<file path="src/rtl/attack_if.sv">
// Board-side signal bundle for attack_enable_ctrl: button, unit select, mode and reload in;
// gated enables, type strobes and status out.
interface attack_if #(
  parameter int N_UNITS   = 3,
  parameter int MAX_SHOTS = 5
);
  localparam int SHOT_W = $clog2(MAX_SHOTS + 1);

  logic               btn_n;
  logic [N_UNITS-1:0] unit_sel;
  logic [2:0]         mode;
  logic               reload;

  logic [N_UNITS-1:0] unit_en;
  logic [2:0]         atk_type;
  logic               busy;
  logic               err;
  logic               empty;
  logic [SHOT_W-1:0]  shots_left;

  modport master (
    output btn_n, unit_sel, mode, reload,
    input  unit_en, atk_type, busy, err, empty, shots_left
  );

  modport slave (
    input  btn_n, unit_sel, mode, reload,
    output unit_en, atk_type, busy, err, empty, shots_left
  );
endinterface

</file>
<file path="src/rtl/attack_enable_ctrl.sv">
// Sequential attack-enable controller: synchronised fire button, fixed-length fire pulse,
// cooldown window and a reloadable shot budget gating per-unit enables and type strobes.
//
// state | meaning
// IDLE  | waiting for a press; rejects bad sel/mode with a one-cycle err
// FIRE  | latched unit_en/atk_type driven for PULSE_LEN cycles
// COOL  | outputs low, busy high, presses discarded for COOLDOWN cycles
// LOCK  | shot budget exhausted, empty high until reload
module attack_enable_ctrl #(
  parameter int N_UNITS   = 3,
  parameter int PULSE_LEN = 4,
  parameter int COOLDOWN  = 8,
  parameter int MAX_SHOTS = 5
) (
  input  logic clk,
  input  logic rst,
  attack_if.slave bus
);
  localparam int SHOT_W  = $clog2(MAX_SHOTS + 1);
  localparam int CNT_MAX = (PULSE_LEN > COOLDOWN) ? PULSE_LEN : COOLDOWN;
  localparam int CNT_W   = (CNT_MAX > 1) ? $clog2(CNT_MAX) : 1;

  localparam logic [CNT_W-1:0]  FIRE_INIT  = CNT_W'(PULSE_LEN - 1);
  localparam logic [CNT_W-1:0]  COOL_INIT  = (COOLDOWN > 0) ? CNT_W'(COOLDOWN - 1) : '0;
  localparam logic [SHOT_W-1:0] SHOTS_FULL = SHOT_W'(MAX_SHOTS);
  localparam logic [SHOT_W-1:0] SHOTS_ONE  = SHOT_W'(1);

  typedef enum logic [1:0] {
    S_IDLE = 2'd0,
    S_FIRE = 2'd1,
    S_COOL = 2'd2,
    S_LOCK = 2'd3
  } state_t;

  state_t             state_q, state_d;
  logic               sync1_q, sync1_d;
  logic               sync2_q, sync2_d;
  logic               pressed_q, pressed_d;
  logic [CNT_W-1:0]   cnt_q, cnt_d;
  logic [SHOT_W-1:0]  shots_q, shots_d;
  logic [N_UNITS-1:0] sel_q, sel_d;
  logic [2:0]         type_q, type_d;
  logic               err_q, err_d;

  logic pressed;
  logic press;
  logic mode_e, mode_f, mode_g;
  logic mode_ok;
  logic [2:0] type_dec;
  logic accept;

  // Two-flop synchroniser on the raw button; edge detect keeps a held button to one shot.
  always_comb begin
    sync1_d   = bus.btn_n;
    sync2_d   = sync1_q;
    pressed   = ~sync2_q;
    pressed_d = pressed;
    press     = pressed & ~pressed_q;
  end

  always_comb begin
    mode_e   = bus.mode[2];
    mode_f   = bus.mode[1];
    mode_g   = bus.mode[0];
    mode_ok  = (~mode_e & (mode_f | mode_g)) | (mode_e & ~mode_f);
    type_dec = {mode_e & ~mode_f,
                ~mode_e & mode_f,
                mode_g & (~mode_e | ~mode_f)};
  end

  always_comb begin
    state_d = state_q;
    cnt_d   = cnt_q;
    shots_d = shots_q;
    sel_d   = sel_q;
    type_d  = type_q;
    err_d   = 1'b0;
    accept  = 1'b0;

    case (state_q)
      S_IDLE: begin
        if (press) begin
          if ((|bus.unit_sel) && mode_ok) begin
            accept  = 1'b1;
            sel_d   = bus.unit_sel;
            type_d  = type_dec;
            shots_d = shots_q - SHOTS_ONE;
            cnt_d   = FIRE_INIT;
            state_d = S_FIRE;
          end else begin
            err_d = 1'b1;
          end
        end
      end

      S_FIRE: begin
        if (cnt_q == '0) begin
          if (COOLDOWN > 0) begin
            cnt_d   = COOL_INIT;
            state_d = S_COOL;
          end else begin
            state_d = (shots_q == '0) ? S_LOCK : S_IDLE;
          end
        end else begin
          cnt_d = cnt_q - CNT_W'(1);
        end
      end

      S_COOL: begin
        if (cnt_q == '0) begin
          state_d = (shots_q == '0) ? S_LOCK : S_IDLE;
        end else begin
          cnt_d = cnt_q - CNT_W'(1);
        end
      end

      S_LOCK: begin
        if (bus.reload) begin
          state_d = S_IDLE;
        end
      end

      default: begin
        state_d = S_IDLE;
      end
    endcase

    // A reload in the same cycle as an accepted shot still charges that shot.
    if (bus.reload) begin
      shots_d = accept ? (SHOTS_FULL - SHOTS_ONE) : SHOTS_FULL;
    end
  end

  always_ff @(posedge clk) begin
    if (rst) begin
      state_q   <= S_IDLE;
      sync1_q   <= 1'b1;
      sync2_q   <= 1'b1;
      pressed_q <= 1'b0;
      cnt_q     <= '0;
      shots_q   <= SHOTS_FULL;
      sel_q     <= '0;
      type_q    <= '0;
      err_q     <= 1'b0;
    end else begin
      state_q   <= state_d;
      sync1_q   <= sync1_d;
      sync2_q   <= sync2_d;
      pressed_q <= pressed_d;
      cnt_q     <= cnt_d;
      shots_q   <= shots_d;
      sel_q     <= sel_d;
      type_q    <= type_d;
      err_q     <= err_d;
    end
  end

  always_comb begin
    bus.unit_en    = (state_q == S_FIRE) ? sel_q : '0;
    bus.atk_type   = (state_q == S_FIRE) ? type_q : 3'b000;
    bus.busy       = (state_q == S_FIRE) || (state_q == S_COOL);
    bus.empty      = (state_q == S_LOCK);
    bus.err        = err_q;
    bus.shots_left = shots_q;
  end
endmodule

</file>
<file path="src/flat_wrapper.sv">
// flat-port wrapper written by rule: the top's interface ports become plain ports
module attack_enable_ctrl_flat 
#(
  parameter int N_UNITS   = 3,
  parameter int PULSE_LEN = 4,
  parameter int COOLDOWN  = 8,
  parameter int MAX_SHOTS = 5
)
  (clk, rst, bus_btn_n, bus_unit_sel, bus_mode, bus_reload, bus_unit_en, bus_atk_type, bus_busy, bus_err, bus_empty, bus_shots_left);
  attack_if #(.N_UNITS(N_UNITS), .MAX_SHOTS(MAX_SHOTS)) bus_i ();
  input  logic clk;
  input  logic rst;
  input wire logic [$bits(bus_i.btn_n)-1:0] bus_btn_n;
  input wire logic [$bits(bus_i.unit_sel)-1:0] bus_unit_sel;
  input wire logic [$bits(bus_i.mode)-1:0] bus_mode;
  input wire logic [$bits(bus_i.reload)-1:0] bus_reload;
  output wire logic [$bits(bus_i.unit_en)-1:0] bus_unit_en;
  output wire logic [$bits(bus_i.atk_type)-1:0] bus_atk_type;
  output wire logic [$bits(bus_i.busy)-1:0] bus_busy;
  output wire logic [$bits(bus_i.err)-1:0] bus_err;
  output wire logic [$bits(bus_i.empty)-1:0] bus_empty;
  output wire logic [$bits(bus_i.shots_left)-1:0] bus_shots_left;
  assign bus_i.btn_n = bus_btn_n;
  assign bus_i.unit_sel = bus_unit_sel;
  assign bus_i.mode = bus_mode;
  assign bus_i.reload = bus_reload;
  assign bus_unit_en = bus_i.unit_en;
  assign bus_atk_type = bus_i.atk_type;
  assign bus_busy = bus_i.busy;
  assign bus_err = bus_i.err;
  assign bus_empty = bus_i.empty;
  assign bus_shots_left = bus_i.shots_left;
  attack_enable_ctrl #(.N_UNITS(N_UNITS), .PULSE_LEN(PULSE_LEN), .COOLDOWN(COOLDOWN), .MAX_SHOTS(MAX_SHOTS)) u_core (.clk(clk), .rst(rst), .bus(bus_i));
endmodule
</file>
<file path="config.mk">
export PLATFORM = sky130hd
export DESIGN_NAME = attack_enable_ctrl_flat
export DESIGN_NICKNAME = d
export VERILOG_FILES = /design/src/rtl/attack_if.sv /design/src/rtl/attack_enable_ctrl.sv /design/src/flat_wrapper.sv
export SDC_FILE = /design/constraint.sdc
export NUM_CORES = 1
export LEC_CHECK = 0
export ABC_AREA = 1
export CAP_MARGIN = 0
export CORE_UTILIZATION = 36
export DETAILED_ROUTE_END_ITERATION = 10
export GPL_TIMING_DRIVEN = 0
export PLACE_DENSITY = 0.71
export SLEW_MARGIN = 20
export SYNTH_ARGS = -nofsm -noshare
export SYNTH_HDL_FRONTEND = slang
export SYNTH_SLANG_ARGS = --single-unit
</file>
<file path="constraint.sdc">
create_clock -name clk -period 1.4 [get_ports clk]
set_input_delay 0.14 -clock clk [delete_from_list [all_inputs] [get_ports clk]]
set_output_delay 0.14 -clock clk [all_outputs]
set_load 0.05 [all_outputs]
</file>
==> summary.md <==
| Metric | Value |
|---|---|
| Worst Hold Launch | rst |
| Critical path class | reg2out |
| RSZ-0062 raised after global routing | yes |
| Row count | 19 |
| Drc violations | 0 |
| Largest net degree at the start of global routing | 11 |
| Adder-cell share of the synthesized area | 9.547% |
| EDFF count, synth | 0 |
| Slowest cell on crit path | dfxtp_2 |
| Area leader, netlist | dfxtp_1 |
| Area of the mapped netlist | 0.001049 sq mm |
| Met1 wire length | 1009 um |
| Die H | 55.97 um |
| Number of max-cap violations | 0 |
| Post-DRT Antenna Nets | 0 |
| Vias | 976 |
| First DRT Iteration DRCs | 26 |
| Pins Over Slew Limit | 0 |
| Vias per Instance | 4.670 |
| Post-DP HPWL | 1694 um |
| CP max stage delay | 350 ps |
| Setup violators final | 0 |
| Xor/xnor cell area share of the yosys netlist | 0.8353% |
| Compound-Gate Fraction of Synth Area | 7.995% |
| Total Wirelength | 2276 um |
| Total GRT Usage | 15.77% |
| Final Cell Area | 0.001459 sq mm |
| Reg-to-reg slack, setup | 60 ps |
| Leakage | 0.6937 nW |
| Maximum fanout along the worst path | 8 |
| Core area | 0.002758 sq mm |
| CTS tree | done |
| Fin. Hold Viols | 0 |
| GRT Residual Overflow | 0 |
| Cell count after synthesis | 150 |
| Worst Tran Pin Value | 492.1 ps |
| Fmax | 735.8 MHz |
| Num CTS Buffers | 3 |
| ANT cells | 0 |
| R2r worst-path depth | 8 |
| CTS Hold Bufs | 0 |
| Register area share after synthesis | 34.37% |
| R2R Path End | u_core.type_q[2]$_SDFFE_PP0P_ |
| Post-route setup slack | 40.88 ps |
| Status | finished clean |
| Rel. slew slack | 67.33% |
| Pre-CTS WS | -468.0 ps |
| Clock transition at path regs | 100 ps |
| Met2 routed WL | 1166 um |
| Crit end category | output port |
| TritonRoute pass-1 iters | 4 |
| Ys async rst share | 0% |
| Highest metal used | met3 |
| Post-Synth Simple-Gate Area | 35.68% |
| Main combinational cell family by area after synthesis | simple AND/OR/NAND/NOR gates |
| First-pass GRT wire length | 3967 um |
| Final nets | 197 |
| Wirelength per Cell | 10.89 um |
| Crit path required time | 1260 ps |
| Number of synthesized register bits | 18 |
| Die Width | 55.97 um |
| Peak VDD IR | 0.0006866 V |
| Vias in the first global route | 939 |
| Setup Skew | 6.776 ps |
| Startpoint types | register |
| Primary FF master, synth | dfxtp_1 |
| Cell depth of the worst min-delay path | 2 |
| I/O Buffers | 20 |
| Longest Clk Path Bufs | 2 |
| R2R Path Start | u_core.state_q[0]$_SDFFE_PP0P_ |
| Ratio of cells with drive above 1 in the final layout | 31.46% |
| Worst min path class | in2reg |
| Area contributors post-synth | dfxtp_1 34%, nand2_1 12%, nor2_1 10%, ha_1 9.5%, inv_1 8.9% |
| Root buf cell | clkbuf_4 |
| Initial Util | 38.02% |
| Metal3 WL | 100 um |
| Dpl cell area | 0.001292 sq mm |
| Crit path cell chain | inv_4 -> ha_4 -> nand2_1 -> inv_1 -> buf_6 |
| Clk sinks | 18 |
| Initial antenna violation count | 0 |
| Top cell type's share of synthesized area | 34.37% |
| WHS | 220.9 ps |
| Yosys warning total | 0 |
| Min-Delay Endpoint | u_core.pressed_q$_SDFF_PP0_ |
| DIE AREA | 0.003132 sq mm |
| GPL Wtd Cong | 0.8086 |
| Area Growth Syn to Fin | 39.14% |
| Multiplexer share of the synthesized area | 0% |
| Syn_nets | 168 |
| Post-layout minimum cycle time | 1359 ps |
| Fin crit share | 97.08% |
| Syn avg cell area | 6.990 sq um |
| Crit path DAT | 1220 ps |
| Post-synth cell types | 24 |
| H-tree Lvls | 1 |
| Number of top-level pins | 22 |
| Power Density | 904.8 mW/mm^2 |
| Clk Latency, worst-skew pair | 300 ps |
-- sequential cells by signal, indices dropped and copies added, names as in the netlist --
name                   flops
u_core.bus.err             1
u_core.bus.shots_left      3
u_core.cnt_q               3
u_core.pressed_q           1
u_core.sel_q               3
u_core.state_q             2
u_core.sync1_q             1
u_core.sync2_q             1
u_core.type_q              3
-- through the flow --
step / setup TNS (ps) / utilization, % / instances / power [mW]
6_report: 0 / 52.90 / 209 / 1.320
5_1_grt: -166.1 / 52.90 / 209 / 1.406
4_1_cts: -149.5 / 50.41 / 208 / 1.299
3_5_place_dp: -3906 / 46.87 / 201 / 0.9250
3_3_place_gp: -3382 / 46.87 / 201 / 0.9069
2_1_floorplan: 0 / - / 150 / 0.8337
-- per-layer routing --
metal | vias to the layer above | GRT usage (%)
li1 | 516 | -
met1 | 438 | 19.51
met2 | 22 | 27.89
met3 | 0 | 4.884
met4 | 0 | 1.394
met5 | - | 0
-- power breakdown --
part | switching, mW | leakage [nW] | internal (mW) | total (mW)
sequential | 0.0245 | 0.148 | 0.544 | 0.569
clock | 0.172 | 0.0210 | 0.159 | 0.331
combinational | 0.241 | 0.524 | 0.180 | 0.420
total | 0.438 | 0.694 | 0.882 | 1.32
-- worst max-delay path, delay by kind of cell (launching register included) --
family                     cells  cell delay [ps]
adders and majority gates      1              210
and+or+nand+nor                1               70
buffers and inverters          3              290
DFF                            1              350
-- kinds of logic (layout without fill, tap and decap cells) --
kind of cell	after synthesis	after routing
compound gates	15	15
flops	18	18
xor+xnor	1	1
simple gates	78	78
buf+inv	30	58
fa+ha+maj	8	8
-- layout make-up --
type,instances,area (sq um)
fillers,262,1299
multi-input cells,102,631.9
flip-flops and latches,18,369.1
repair buffers,25,264.0
inverters,27,103.9
well taps,31,38.79
clock buffers,4,36.28
plain buffers,2,15.01
-- cells in the final DEF, fill, tap and decap left out, drive strengths merged --
| master | synthesis | layout |
|---|---|---|
| nor2 | 32 | 32 |
| o21ai | 7 | 7 |
| dfxtp | 18 | 18 |
| xnor2 | 1 | 1 |
| buf | 2 | 14 |
| clkbuf | 1 | 5 |
| inv | 27 | 27 |
| nand3 | 7 | 7 |
| nand2 | 36 | 36 |
| nand4 | 1 | 1 |
| a21oi | 6 | 6 |
| ha | 8 | 8 |
| dlygate4sd2 | 0 | 3 |
| or2 | 2 | 2 |
| clkdlybuf4s15 | 0 | 1 |
| clkdlybuf4s50 | 0 | 8 |
| o211ai | 2 | 2 |
-- synthesized netlist by cell type (5+ instances only) --
cell type,instances
a21oi_1,5
ha_1,8
dfxtp_1,18
nor2_1,28
inv_1,25
o21ai_1,5
nand2_1,33
nand3_1,6
-- timing repair --
item | in CTS | in global routing
gates cloned | 0 | 1
setup endpoints to repair | 23 | 21
pin swaps | 3 | 4
hold endpoints to repair | 0 | 0
buffers inserted | 3 | 1
gates resized for setup | 69 | 27
-- worst max-delay path by stage --
stage / from / endpoint / slack [ps]
6_report: u_core.state_q[1]$_SDFFE_PP0P_ / bus_unit_en[0] / 40
5_1_grt: u_core.state_q[1]$_SDFFE_PP0P_ / bus_atk_type[1] / -30
4_1_cts: u_core.state_q[1]$_SDFFE_PP0P_ / bus_unit_en[1] / -30
3_5_place_dp: u_core.state_q[1]$_SDFFE_PP0P_ / bus_unit_en[1] / -470
3_3_place_gp: u_core.state_q[1]$_SDFFE_PP0P_ / bus_atk_type[2] / -440
2_1_floorplan: u_core.state_q[0]$_SDFFE_PP0P_ / u_core.state_q[0]$_SDFFE_PP0P_ / 7
Note: power is estimated with default switching activity, not from simulation.
